File: src/rtl/fifo_reader.sv
// fifo_reader: read-side consumer for syn_FIFO, turning FIFO pops into a valid/ready stream.
// Latency: first out_valid two cycles after the first r_en; one word per cycle thereafter.
// Backpressure: a 2-entry buffer plus the in-flight word bounds credit; r_en drops when both are spoken for.
//
// Ports:
//   clk, rst         - clock and synchronous active-high reset
//   en               - read enable; gates new pops only
//   isEmpty, r_en    - FIFO empty flag in, pop request out
//   r_data           - FIFO read data, valid the cycle after an accepted pop
//   out_data/out_valid/out_ready - downstream stream
//   busy             - a word is buffered or in flight
//   word_cnt         - wrapping count of handed-off words
module fifo_reader #(
  parameter int d_width   = 8,
  parameter int cnt_width = 16
) (
  input  logic                 clk,
  input  logic                 rst,
  input  logic                 en,
  input  logic                 isEmpty,
  output logic                 r_en,
  input  logic [d_width-1:0]   r_data,
  output logic [d_width-1:0]   out_data,
  output logic                 out_valid,
  input  logic                 out_ready,
  output logic                 busy,
  output logic [cnt_width-1:0] word_cnt
);

  // Buffer is a 2-deep shift register: buf0 is always the head.
  logic [1:0]           occ_q, occ_d;
  logic                 inflight_q, inflight_d;
  logic [d_width-1:0]   buf0_q, buf0_d;
  logic [d_width-1:0]   buf1_q, buf1_d;
  logic [cnt_width-1:0] word_cnt_q, word_cnt_d;

  logic                 pop_out;
  logic [1:0]           occ_after_pop;
  logic [2:0]           credit_use;

  // Outputs are forced to their reset values while rst is high so the
  // reset cycle itself already looks idle downstream.
  assign out_valid = !rst && (occ_q != 2'd0);
  assign out_data  = rst ? '0 : buf0_q;
  assign busy      = !rst && ((occ_q != 2'd0) || inflight_q);
  assign word_cnt  = rst ? '0 : word_cnt_q;

  assign pop_out       = out_valid && out_ready;
  // pop_out implies occ_q >= 1, so this never underflows.
  assign occ_after_pop = occ_q - {1'b0, pop_out};
  // Slots committed for the next cycle: survivors plus the word landing now.
  assign credit_use    = {1'b0, occ_after_pop} + {2'b00, inflight_q};

  assign r_en = en && !isEmpty && !rst && (credit_use < 3'd2);

  always_comb begin
    buf0_d     = buf0_q;
    buf1_d     = buf1_q;
    occ_d      = occ_after_pop + {1'b0, inflight_q};
    inflight_d = r_en;   // r_en already requires !isEmpty, so it is an accepted pop
    word_cnt_d = word_cnt_q + {{(cnt_width-1){1'b0}}, pop_out};

    if (pop_out) begin
      buf0_d = buf1_q;
    end
    // Tail slot is computed after the head shift so capture+pop in one
    // cycle lands the new word right behind the new head.
    if (inflight_q) begin
      if (occ_after_pop == 2'd0) begin
        buf0_d = r_data;
      end else begin
        buf1_d = r_data;
      end
    end
  end

  always_ff @(posedge clk) begin
    if (rst) begin
      occ_q      <= 2'd0;
      inflight_q <= 1'b0;
      buf0_q     <= '0;
      buf1_q     <= '0;
      word_cnt_q <= '0;
    end else begin
      occ_q      <= occ_d;
      inflight_q <= inflight_d;
      buf0_q     <= buf0_d;
      buf1_q     <= buf1_d;
      word_cnt_q <= word_cnt_d;
    end
  end

endmodule
File: config.mk
export PLATFORM = sky130hd
export DESIGN_NAME = fifo_reader
export DESIGN_NICKNAME = d
export VERILOG_FILES = /design/src/rtl/fifo_reader.sv
export SDC_FILE = /design/constraint.sdc
export NUM_CORES = 1
export LEC_CHECK = 0
export BUFFER_PORTS_ARGS = -buffer_cell sky130_fd_sc_hd__buf_2
export CAP_MARGIN = 10
export CORE_ASPECT_RATIO = 1.25
export CORE_MARGIN = 10
export CORE_UTILIZATION = 36
export CTS_CLUSTER_DIAMETER = 50
export DETAILED_ROUTE_END_ITERATION = 7
export PLACE_DENSITY = 0.61
export SLEW_MARGIN = 40
export SYNTH_ARGS = -nofsm -noshare
export SYNTH_HDL_FRONTEND = slang
export SYNTH_SLANG_ARGS = --single-unit
File: constraint.sdc
create_clock -name clk -period 3.37 [get_ports clk]
set_input_delay 0.674 -clock clk [delete_from_list [all_inputs] [get_ports clk]]
set_output_delay 0.674 -clock clk [all_outputs]
set_load 0.005 [all_outputs]
==> out/qor.csv <==
stage,metric,value,unit
outcome,status,"finished, final reports clean",
pwr,p_leak,0.826,nW
setup_path,max_stage_delay,280,ps
yosys,synth_compound_area_share,12.1,%
timing,worstMarginPinSlew,565,ps
placed_design,io_buffers,39,
die,ios,40,
setup_path,crit_arrival,2100,ps
die,core_area,4460,sq um
pwr,swShare,22.4,%
yosys,synth_cell_type_count,36,
cts,cts_setup_buffers,0,
cts,h-tree-depth,2,
setup_path,path_class,in -> out,
setup_path,worstPathCellList,buf_2 -> nand2b_1 -> nor2_4 -> mux2_2 -> ha_1 -> inv_1 -> ha_1 -> nor4bb_1 -> buf_2,
cts,hold_buffers,0,
yosys,netlist_instances,196,
finish,finish.utilization,45.4,%
global_routing,grt-ovfl-total,0,
yosys,yosys_warnings,0,
pwr,peakVddDrop,0.224,mV
placed_design,routabilityCongestion,0.724,
global_routing,grt_pass1_vias,1463,
finish,layout_commonest_cell,buf_2,
die,die-width,81.2,um
setup_path,crit_fanout,6,
pwr,power_frac_comb,7.5,%
timing,max_freq,0.361,GHz
yosys,muxShareOfSynthArea,8.09,%
die,die_h,96.5,um
global_routing,grt_max_degree,61,
placed_design,hpwl,2.72,mm
timing,slew_violations,0,
drt,drt_iter0_drc,79,
timing,finalSetupViolCount,0,
timing,finalCritPeriodShare,82.3,%
finish,final_nets,250,
yosys,ys_ff_latch,35,
job,maxCapViolCount,0,
timing,skew,1.29,ps
cts,ctsLongestPathBuffers,2,
finish,n_antenna_cell,0,
setup_path,cp-start-kind,primary input,
pwr,pwr_density_cell,403,nW/um^2
pwr,p_int,634,uW
yosys,synthAdderAreaFrac,2.23,%
cts,ctsRootBufferMaster,clkbuf_8,
global_routing,grt_pass1_wl,6.32,mm
timing,min_period,2770,ps
yosys,yosys.area_share.simple,28.1,%
setup_path,cp.required,2700,ps
cts,cts_buffers,5,
cts,postCtsResizedCells,0,
yosys,yosysSeqAreaShare,41.6,%
yosys,syn-num-nets,212,
cts,clk_pin_slew,70,ps
yosys,synth_area,1690,sq um
finish,final_layout_size_suffix_gt1_share,23.8,%
drt,vias,1449,
finish,layout-area-overhead-vs-synth,20.2,%
global_routing,antenna_found_initial,0,
drt,viasPerCell,4.95,
timing,hold_viol_final,0,
timing,rsz0062_at_grt,no,
setup_path,reg2reg_slack,990,ps
drt,drc,0,
cts,clkLatencyLatePin,280,ps
pwr,power_frac_clock,40.0,%
timing,tns,0,ps
finish,layout_common_cells,"buf_2 (39), dfxtp_1 (35), nor2_1 (24), nor2b_1 (23), nand3_1 (13)",
setup_path,end_kind,output pin,
drt,ant_nets,0,
pwr,p_sw,183,uW
cts,cts_tree,yes,
timing,worst_slew_margin_rel,62.3,%
yosys,synth_top_family_by_area,simple AND/OR/NAND/NOR gates,
yosys,synth-xor-area-share,3.64,%
yosys,syn_avg_cell_area,8.60,sq um
pwr,seq_power_share,52.6,%
cts,cts.sinks,35,
drt,dr.pass1.iters,4,
drt,wl_per_cell,12.7,um
die,dieArea,7840,sq um
die,start_util,37.8,%
min_path,min_path_type,reg -> reg,
setup_path,worst_path_max_delay_cell,mux2_2,
drt,routed_wl,3.73,mm
die,num_rows,27,
global_routing,grtUsageTotal,10.2,%
## cell families after synthesis
kind of cell / Yosys count
adders and majority gates: 3
buffers and inverters: 18
xor gates and xnor gates: 7
and+or+nand+nor: 85
AOI/OAI and AO/OA: 35
muxes: 13
DFF: 35
## per-stage QoR
step | power, mW | setup WS, ps | hold WS [ps] | cells | area (sq um)
after floorplan | 0.476 | 797 | 454 | 196 | 1690
after global placement | 0.501 | 575 | 461 | 285 | 1930
after detailed placement | 0.500 | 524 | 467 | 285 | 1930
after CTS | 0.830 | 593 | 476 | 293 | 2030
after global routing | 0.858 | 433 | 513 | 293 | 2030
final | 0.816 | 597 | 476 | 293 | 2030
## area by class of cell
class | count | area, sq um
Fill cell | 495 | 2430
Clock buffer | 8 | 100
Timing Repair Buffer | 41 | 210
Inverter | 8 | 30.0
Sequential cell | 35 | 701
Multi-Input combinational cell | 143 | 912
Tap cell | 58 | 72.6
## metal layers
metal  track usage [%]  wire length (um)
met5                 0                 0
met4              3.47                29
met3              4.90               259
met2              17.3              1760
met1              10.8              1690
## sequential cells by signal (all words and copies together) (netlist names)
signal	flops
word_cnt_q	16
buf0_q	8
buf1_q	8
occ_q	2
inflight_q	1
## power by group through the flow
| stage | Sequential (mW) | Combinational [mW] | Clock [mW] |
|---|---|---|---|
| 6_report | 0.429 | 0.0610 | 0.326 |
| 5_1_grt | 0.430 | 0.0689 | 0.359 |
| 3_3_place_gp | 0.439 | 0.0622 | 0 |
| 3_5_place_dp | 0.439 | 0.0619 | 0 |
| 2_1_floorplan | 0.435 | 0.0410 | 0 |
| 4_1_cts | 0.429 | 0.0622 | 0.339 |
## final timing paths
| kind | start | endpoint | cells after the start |
|---|---|---|---|
| worst max-delay path | rst | r_en | 9 |
| worst min register to register | buf1_q[5] | buf1_q[5] | 2 |
| worst max register to register | occ_q[0] | word_cnt_q[10] | 9 |
| worst min-delay path | buf1_q[5] | buf1_q[5] | 2 |
## cells in the mapped netlist (all sizes together)
master	n	area, sq um
nand3b	1	7.51
o31ai	1	7.51
nor2b	23	144
mux2	5	56.3
nor2	25	101
nand4	3	25.0
o21ai	13	65.1
nor4bb	2	20.0
dfxtp	35	701
and4	1	8.76
or4	4	30.0
nand3	13	65.1
xor2	2	17.5
and2	1	6.26
nor3	1	5.00
or3	1	6.26
clkbuf	6	25.0
ha	3	37.5
a21o	1	7.51
nand2	6	22.5
and3	1	6.26
inv	8	30.0
nand2b	1	6.26
a211oi	8	60.1
nor4	2	18.8
mux2i	8	80.1
xnor2	5	43.8
buf	4	17.5
a21oi	11	55.1
a211o	1	8.76
## worst max-delay path, delay by kind of cell
kind	cells	cell delay, ps
multiplexers	1	280
buffers and inverters	3	310
AND/OR/NAND/NOR	3	530
adder cells (fa/ha/maj)	2	320
No activity file was read; power rests on OpenSTA's default activity.
